===== config.mk =====
export PLATFORM = sky130hd
export DESIGN_NAME = idli_fetch_m
export DESIGN_NICKNAME = d
export VERILOG_FILES = /design/src/rtl/idli_fetch_m.sv
export SDC_FILE = /design/constraint.sdc
export NUM_CORES = 1
export LEC_CHECK = 0
export CORE_UTILIZATION = 35
export DETAILED_ROUTE_END_ITERATION = 10
export GPL_ROUTABILITY_DRIVEN = 0
export PLACE_DENSITY = 0.63
export SYNTH_ARGS = -nofsm -noshare
export SYNTH_HDL_FRONTEND = slang
export SYNTH_SLANG_ARGS = --single-unit

===== constraint.sdc =====
create_clock -name i_fch_gck -period 1.9 [get_ports i_fch_gck]
set_clock_uncertainty 0.15 [all_clocks]
set_input_delay 0.38 -clock i_fch_gck [delete_from_list [all_inputs] [get_ports i_fch_gck]]
set_output_delay 0.38 -clock i_fch_gck [all_outputs]
set_load 0.01 [all_outputs]

===== src/rtl/idli_fetch_m.sv =====
// idli_fetch_m: SQI instruction fetch engine. Issues a quad read (EBh), then streams nibbles.
// Rev 1.0
`default_nettype none

package idli_fetch_pkg;
   typedef logic [3:0] sqi_data_t;
endpackage

module idli_fetch_m
   import idli_fetch_pkg::*;
#(
   parameter int DUMMY_BEATS = 4
) (
   input  logic        i_fch_gck,
   input  logic        i_fch_rst_n,
   input  logic        i_fch_start,
   input  logic [15:0] i_fch_addr,
   input  logic        i_fch_stall,
   output logic        o_fch_sck,
   output logic        o_fch_cs,
   output sqi_data_t   o_fch_sio,
   output logic        o_fch_sio_oe,
   input  sqi_data_t   i_fch_sio,
   output sqi_data_t   o_fch_data,
   output logic        o_fch_data_vld,
   output logic        o_fch_busy
);

   typedef enum logic [2:0] {
      IDLE  = 3'd0,
      CMD   = 3'd1,
      ADDR  = 3'd2,
      DUMMY = 3'd3,
      DATA  = 3'd4
   } state_t;

   localparam logic [3:0] CMD_LAST   = 4'd1;
   localparam logic [3:0] ADDR_LAST  = 4'd5;
   localparam logic [3:0] DUMMY_LAST = 4'((DUMMY_BEATS > 0) ? (DUMMY_BEATS - 1) : 0);

   state_t      state, state_nx;
   logic        phase, phase_nx;      // 0 = phase L, 1 = phase H
   logic [3:0]  cnt, cnt_nx;
   logic        gap, gap_nx;          // cs-high cycle inserted by a redirect
   logic [23:0] addr, addr_nx;
   sqi_data_t   data, data_nx;
   logic        vld, vld_nx;

   always_ff @(posedge i_fch_gck or negedge i_fch_rst_n) begin
      if (!i_fch_rst_n) begin
         state <= IDLE;
         phase <= 1'b0;
         cnt   <= 4'd0;
         gap   <= 1'b0;
         addr  <= 24'h0;
         data  <= 4'h0;
         vld   <= 1'b0;
      end else begin
         state <= state_nx;
         phase <= phase_nx;
         cnt   <= cnt_nx;
         gap   <= gap_nx;
         addr  <= addr_nx;
         data  <= data_nx;
         vld   <= vld_nx;
      end
   end

   always_comb begin
      state_nx = state;
      phase_nx = phase;
      cnt_nx   = cnt;
      gap_nx   = gap;
      addr_nx  = addr;
      data_nx  = data;
      vld_nx   = 1'b0;

      if (i_fch_start) begin
         // Fresh start and redirect share the capture; only a redirect needs the cs-high gap.
         state_nx = CMD;
         phase_nx = 1'b0;
         cnt_nx   = 4'd0;
         gap_nx   = (state != IDLE);
         addr_nx  = {8'h00, i_fch_addr & 16'hFFFE};
      end else if (gap) begin
         gap_nx = 1'b0;
      end else begin
         case (state)
            CMD: begin
               phase_nx = ~phase;
               if (phase) begin
                  if (cnt == CMD_LAST) begin
                     state_nx = ADDR;
                     cnt_nx   = 4'd0;
                  end else begin
                     cnt_nx = cnt + 4'd1;
                  end
               end
            end
            ADDR: begin
               phase_nx = ~phase;
               if (phase) begin
                  if (cnt == ADDR_LAST) begin
                     state_nx = (DUMMY_BEATS == 0) ? DATA : DUMMY;
                     cnt_nx   = 4'd0;
                  end else begin
                     cnt_nx = cnt + 4'd1;
                  end
               end
            end
            DUMMY: begin
               phase_nx = ~phase;
               if (phase) begin
                  if (cnt == DUMMY_LAST) begin
                     state_nx = DATA;
                     cnt_nx   = 4'd0;
                  end else begin
                     cnt_nx = cnt + 4'd1;
                  end
               end
            end
            DATA: begin
               if (!phase) begin
                  phase_nx = !i_fch_stall;
               end else begin
                  phase_nx = 1'b0;
                  data_nx  = i_fch_sio;
                  vld_nx   = 1'b1;
               end
            end
            default: ;
         endcase
      end
   end

   always_comb begin
      o_fch_sio = 4'h0;
      if (!gap) begin
         if (state == CMD) begin
            o_fch_sio = cnt[0] ? 4'hB : 4'hE;
         end else if (state == ADDR) begin
            case (cnt)
               4'd0:    o_fch_sio = addr[23:20];
               4'd1:    o_fch_sio = addr[19:16];
               4'd2:    o_fch_sio = addr[15:12];
               4'd3:    o_fch_sio = addr[11:8];
               4'd4:    o_fch_sio = addr[7:4];
               4'd5:    o_fch_sio = addr[3:0];
               default: o_fch_sio = 4'h0;
            endcase
         end
      end
   end

   assign o_fch_sck      = (state != IDLE) && !gap && phase;
   assign o_fch_cs       = (state == IDLE) || gap;
   assign o_fch_sio_oe   = !gap && ((state == CMD) || (state == ADDR));
   assign o_fch_data     = data;
   assign o_fch_data_vld = vld;
   assign o_fch_busy     = (state != IDLE);

endmodule

`default_nettype wire


==> results.tsv, run 1 <==
metric	value	unit
status	finished with violations	
failing checks	negative setup slack	
Post-Route WL	4.48	mm
fin. max-slew vios	0	
register area share after synthesis	45.1	%
Cell Rows	24	
final hold vios	0	
first-pass GRT wire length	7.47	mm
Final setup viols	13	
post-layout util	58.4	%
RSZ-0062 raised after global routing	yes	
via count	1448	
Post-DP HPWL	3.10	mm
min Tclk post-route	2.39	ns
CP Data Required Time	1.37	ns
synth unique cells	43	
Async SR Flop Fraction	100	%
Syn. warnings	0	
design area	2560	sq um
Hold Path Class	primary input to async pin	
Filler Cell Count	356	
synth-to-layout area growth	59.1	%
Non-Filler Instances	275	
period utilization	126	%
crit-path cells	buf_4, ha_4, buf_6, and3b_2, a32oi_1, a211oi_2, buf_2	
CTS tree	done	
Chip Height	69.8	um
clock transition at the registers of the reported paths	0.07	ns
starting DRC count in detailed routing	54	
routed vias/inst	5.27	
Post-DP Area	2190	sq um
Post-synth EDFFs	0	
layout cells sized above 1	49.8	%
CTS Buf Count	5	
CP top delay family	flip-flops	
CTS Buffer Depth	2	
H-tree depth	2	
Die Wd	69.8	um
hold_buf cts	0	
vias in the first global route	1571	
Netlist Area Pre-Place	1610	sq um
Total GRT Usage	19.3	%
port bufs	35	
Post-synth top flop	dfrtp_1	
Slew HR	74.7	%
M2 GR Usage	34.4	%
Post-route DRC	0	
Worst Path Buf+Inv	3	
PnR worst setup slack	-0.494	ns
DRT Pass-1 Iters	4	
Mapped Cells	148	
crit path max fanout	4	
die footprint	4870	sq um
area occupied by registers	731	sq um
CP Capture Type	output pin	
Setup Total Neg Slack	-2.32	ns
final-stage net count	250	
Worst-Skew Late Latency	0.29	ns
crit path DAT	1.86	ns
peak supply drop	0.430	mV
commonest cells after routing, fill and taps aside	buf_4 (32), clkdlybuf4s50_1 (27), dfrtp_1 (25)	
startpoint types	flip-flop	
Starting Density	36.7	%
Core Region	4380	sq um
most common cell after layout, fill and taps aside	buf_4	
WS Path Type	flip-flop to output pin	
pin count of the biggest net entering global routing	30	
DRT antenna net count	0	
initial antenna violation count	0	
Ant. Diodes	0	
Syn Nets	176	
Slew @ Worst Pin	0.379	ns
flops & latches, synth	29	
gr ovfl total	0	
GR peak layer	met2	
wire per inst	16.3	um
clk sink count	29	
met3 Track Usage GR	4.22	%
CTS root buf	clkbuf_8	
f_max	418	MHz
Inst Count DP	251	
Syn Area/Cell	10.9	sq um
CP max-delay cell	dfrtp_2	
area of the multi-input gates	948	sq um
MaxCap Viol Count	0	
I/O pin count	37	
PwrDens	587	nW/um^2
critical path's largest stage delay	0.46	ns
Lkg Pwr	1.08	nW
met1 Resource Use GR	22.6	%
## final timing paths
path | cells after the start | start | slack [ns] | endpoint
max | 7 | cnt[0] | -0.49 | o_fch_sio[3]
min reg2reg | 1 | o_fch_data[3] | 0.36 | o_fch_data[3]
max reg2reg | 8 | cnt[0] | -0.06 | cnt[0]
min in group i_fch_gck | 1 | o_fch_data[3] | 0.36 | o_fch_data[3]
max in group asynchronous | 2 | i_fch_rst_n | 0.96 | cnt[0]
min | 2 | i_fch_rst_n | 0.35 | state[1]
## synth_stat cells, drive strengths merged (4+ instances only)
master | count | area [sq um]
dfrtp | 29 | 726
mux2 | 22 | 248
nor2 | 11 | 41.3
a21oi | 8 | 40.0
clkbuf | 6 | 23.8
nand2 | 6 | 22.5
buf | 5 | 25.0
nor3 | 5 | 25.0
ha | 4 | 50.1
inv | 4 | 15.0
nor2b | 4 | 25.0
## where the power goes
part | internal, W | total, W | switching [W]
clock network | 0.000327 | 0.000562 | 0.000235
registers | 0.000656 | 0.000682 | 0.0000264
logic | 0.000156 | 0.000257 | 0.000101
total | 0.00114 | 0.00150 | 0.000363
## area by class of cell
class,count,share of cell area [%]
Multi-Input combinational cell,104,37.1
Sequential cell,29,28.6
Timing Repair Buffer,78,27.2
Clock buffer,7,3.77
Tap cell,52,2.54
Inverter,4,0.685
Clock inverter,1,0.196
## stage by stage
| stage | total power [W] | hold WS [ns] | worst slack, ns |
|---|---|---|---|
| 4_1_cts | 0.00150 | 0.356 | -0.463 |
| 5_1_grt | 0.00157 | 0.378 | -0.551 |
| 3_5_place_dp | 0.000913 | 0.347 | -0.600 |
| 3_3_place_gp | 0.000902 | 0.339 | -0.534 |
| 6_report | 0.00150 | 0.347 | -0.494 |
| 2_1_floorplan | 0.000783 | -0.0656 | -0.0796 |
## what timing repair did
action                                  in CTS  in global routing
setup buffers                                9                  7
cloned                                       0                  0
pin swaps                                    8                 11
endpoints found under the setup margin      11                 13
resized for setup                           56                 18
## cell families (layout without fill, tap and decap cells)
logic type,Yosys count,in the layout,share of synthesized area (%)
flip-flops,29,29,45.1
adder cells (fa/ha/maj),4,4,3.11
AND/OR/NAND/NOR,47,47,17.4
AO/OA/AOI/OAI,29,29,13.9
multiplexers,22,22,15.4
XOR/XNOR,2,2,1.09
buffers and inverters,15,90,3.97
## worst register-to-register path, stage by stage, from the launching register on
cell and delay [ns]:
dfrtp_2 0.46, buf_4 0.17, ha_4 0.16, buf_6 0.11, buf_4 0.14, nand3b_1 0.11
a21oi_2 0.09, nor4_4 0.31, mux2_4 0.20
## sequential cells by signal, indices dropped and copies added, names as in the netlist
register and cells:
o_fch_data_vld 1, gap 1, cnt 4, phase 1
state 3, addr 15, o_fch_data 4
## layer usage
metal | share of wire [%] | vias up
met3 | 3.2 | 8
met5 | 0 | -
met4 | 1.5 | 0
li1 | - | 688
met2 | 54 | 33
met1 | 41 | 719
Note: power is estimated with default switching activity, not from simulation.
==> run 2, diff against run 1 <==
Clock period 1.9 ns to 2.2 ns, I/O delays scaled along.
==> run 2 against run 1 <==
Largest power group unchanged. Sequential cell count unchanged. Clock power down 15%. Combinational power down 23%. First-iteration DRC count up 24%. Register-to-register slack better by 0.22 ns. Sequential share of layout area up 1.5 points. Sequential power down 14%. The flow still finishes with violations (negative setup slack). Wire length down 9.0%. Critical endpoint unchanged. Highest routed layer unchanged. Largest cell class unchanged. Cell count down 4.0%. Clock-buffer cell count unchanged. Worst setup slack better by 0.18 ns. Total power down 16%.
==> results.tsv, run 2 (synthesized netlist as in run 1, its figures left out) <==
metric	value	unit
status	finished with violations	
failing checks	negative setup slack	
Total GRT Usage	18.8	%
R2R Setup Slk	0.16	ns
PnR worst setup slack	-0.312	ns
crit path max fanout	3	
gr ovfl total	0	
starting DRC count in detailed routing	67	
Slew HR	70.7	%
WS Path Type	flip-flop to output pin	
first-pass GRT wire length	7.04	mm
Core Region	4380	sq um
worst slack, placed	-0.462	ns
clk sink count	29	
DRT antenna net count	0	
startpoint types	flip-flop	
Starting Density	36.7	%
Lkg Pwr	1.01	nW
synth-to-layout area growth	50.0	%
fin. max-slew vios	0	
wire per inst	15.4	um
port bufs	35	
RSZ-0062 raised after global routing	yes	
Ant. Diodes	0	
max reg flops	15	
Hold Path Class	flip-flop to flip-flop	
routed vias/inst	5.27	
Slew @ Worst Pin	0.436	ns
peak supply drop	0.401	mV
via count	1391	
CP Capture Type	output pin	
largest reg by FF count	addr	
Die Wd	69.8	um
CTS Buffer Depth	2	
commonest cells after routing, fill and taps aside	dfrtp_1 (29), clkdlybuf4s50_1 (27), buf_4 (27)	
final-stage net count	239	
min Tclk post-route	2.51	ns
CTS root buf	clkbuf_8	
Worst-Skew Late Latency	0.27	ns
Post-route DRC	0	
I/O pin count	37	
final hold vios	0	
Final setup viols	4	
CTS Buf Count	5	
most common cell after layout, fill and taps aside	dfrtp_1	
f_max	398	MHz
Post-DP HPWL	3.01	mm
pin count of the biggest net entering global routing	30	
DRT Pass-1 Iters	4	
period utilization	114	%
MaxCap Viol Count	0	
H-tree depth	2	
crit path DAT	1.92	ns
die footprint	4870	sq um
CTS tree	done	
initial antenna violation count	0	
clock transition at the registers of the reported paths	0.06	ns
Post-Route WL	4.08	mm
vias in the first global route	1506	
Cell Rows	24	
PwrDens	525	nW/um^2
Chip Height	69.8	um
post-layout util	55.0	%
CP Data Required Time	1.61	ns
layout cells sized above 1	40.6	%
[run 2: worst paths after layout]
check                               from  cells past startpoint             to
min                        o_fch_data[2]                      1  o_fch_data[2]
min reg2reg                o_fch_data[2]                      1  o_fch_data[2]
max reg2reg                       cnt[0]                      8         cnt[0]
min in group asynchronous    i_fch_rst_n                      2            gap
max                             state[2]                      6   o_fch_sio[3]
max in group asynchronous    i_fch_rst_n                      2        addr[6]
[run 2: critical path, stage by stage, from the launching register on]
cell and delay (ns):
dfrtp_1 0.38, or3b_4 0.41, a2111oi_4 0.35, buf_4 0.18
nor2_2 0.03, a211oi_2 0.14, buf_2 0.16
[run 2: cell type report]
cell class	instances	area, sq um
flip-flops and latches	29	726
clock buffers	7	96.3
fillers	362	1970
well taps	52	65.1
clock inverters	1	5.00
repair buffers	67	593
inverters	4	15.0
multi-input cells	104	912
[run 2: metrics by stage]
stage	hold slack [ns]	setup TNS [ns]	area [sq um]	power [W]	std cells
global placement	0.339	-1.27	2170	0.000774	249
CTS	0.362	-0.878	2400	0.00128	264
detailed placement	0.348	-1.52	2170	0.000784	249
global route	0.389	-1.21	2410	0.00133	264
finish	0.354	-0.824	2410	0.00127	264
floorplan	-0.00559	0	1610	0.000675	148
[run 2: repair_timing]
| item | in CTS | in global routing |
|---|---|---|
| hold buffers | 0 | 0 |
| pin swaps | 10 | 6 |
| gates resized for setup | 45 | 2 |
| setup buffers | 8 | 0 |
| endpoints found under the setup margin | 8 | 7 |
[run 2: metal layers]
layer	GRT usage, %	part of all wire, %	vias to the layer above
met1	21.4	43	697
met3	4.36	2.7	5
met2	33.9	53	21
li1	-	-	668
met4	6.89	1.4	0
met5	0	0	-
[run 2: power by group]
| part | internal (W) | switching (W) |
|---|---|---|
| clock | 0.000282 | 0.000197 |
| combinational | 0.000119 | 0.0000801 |
| sequential | 0.000566 | 0.0000225 |
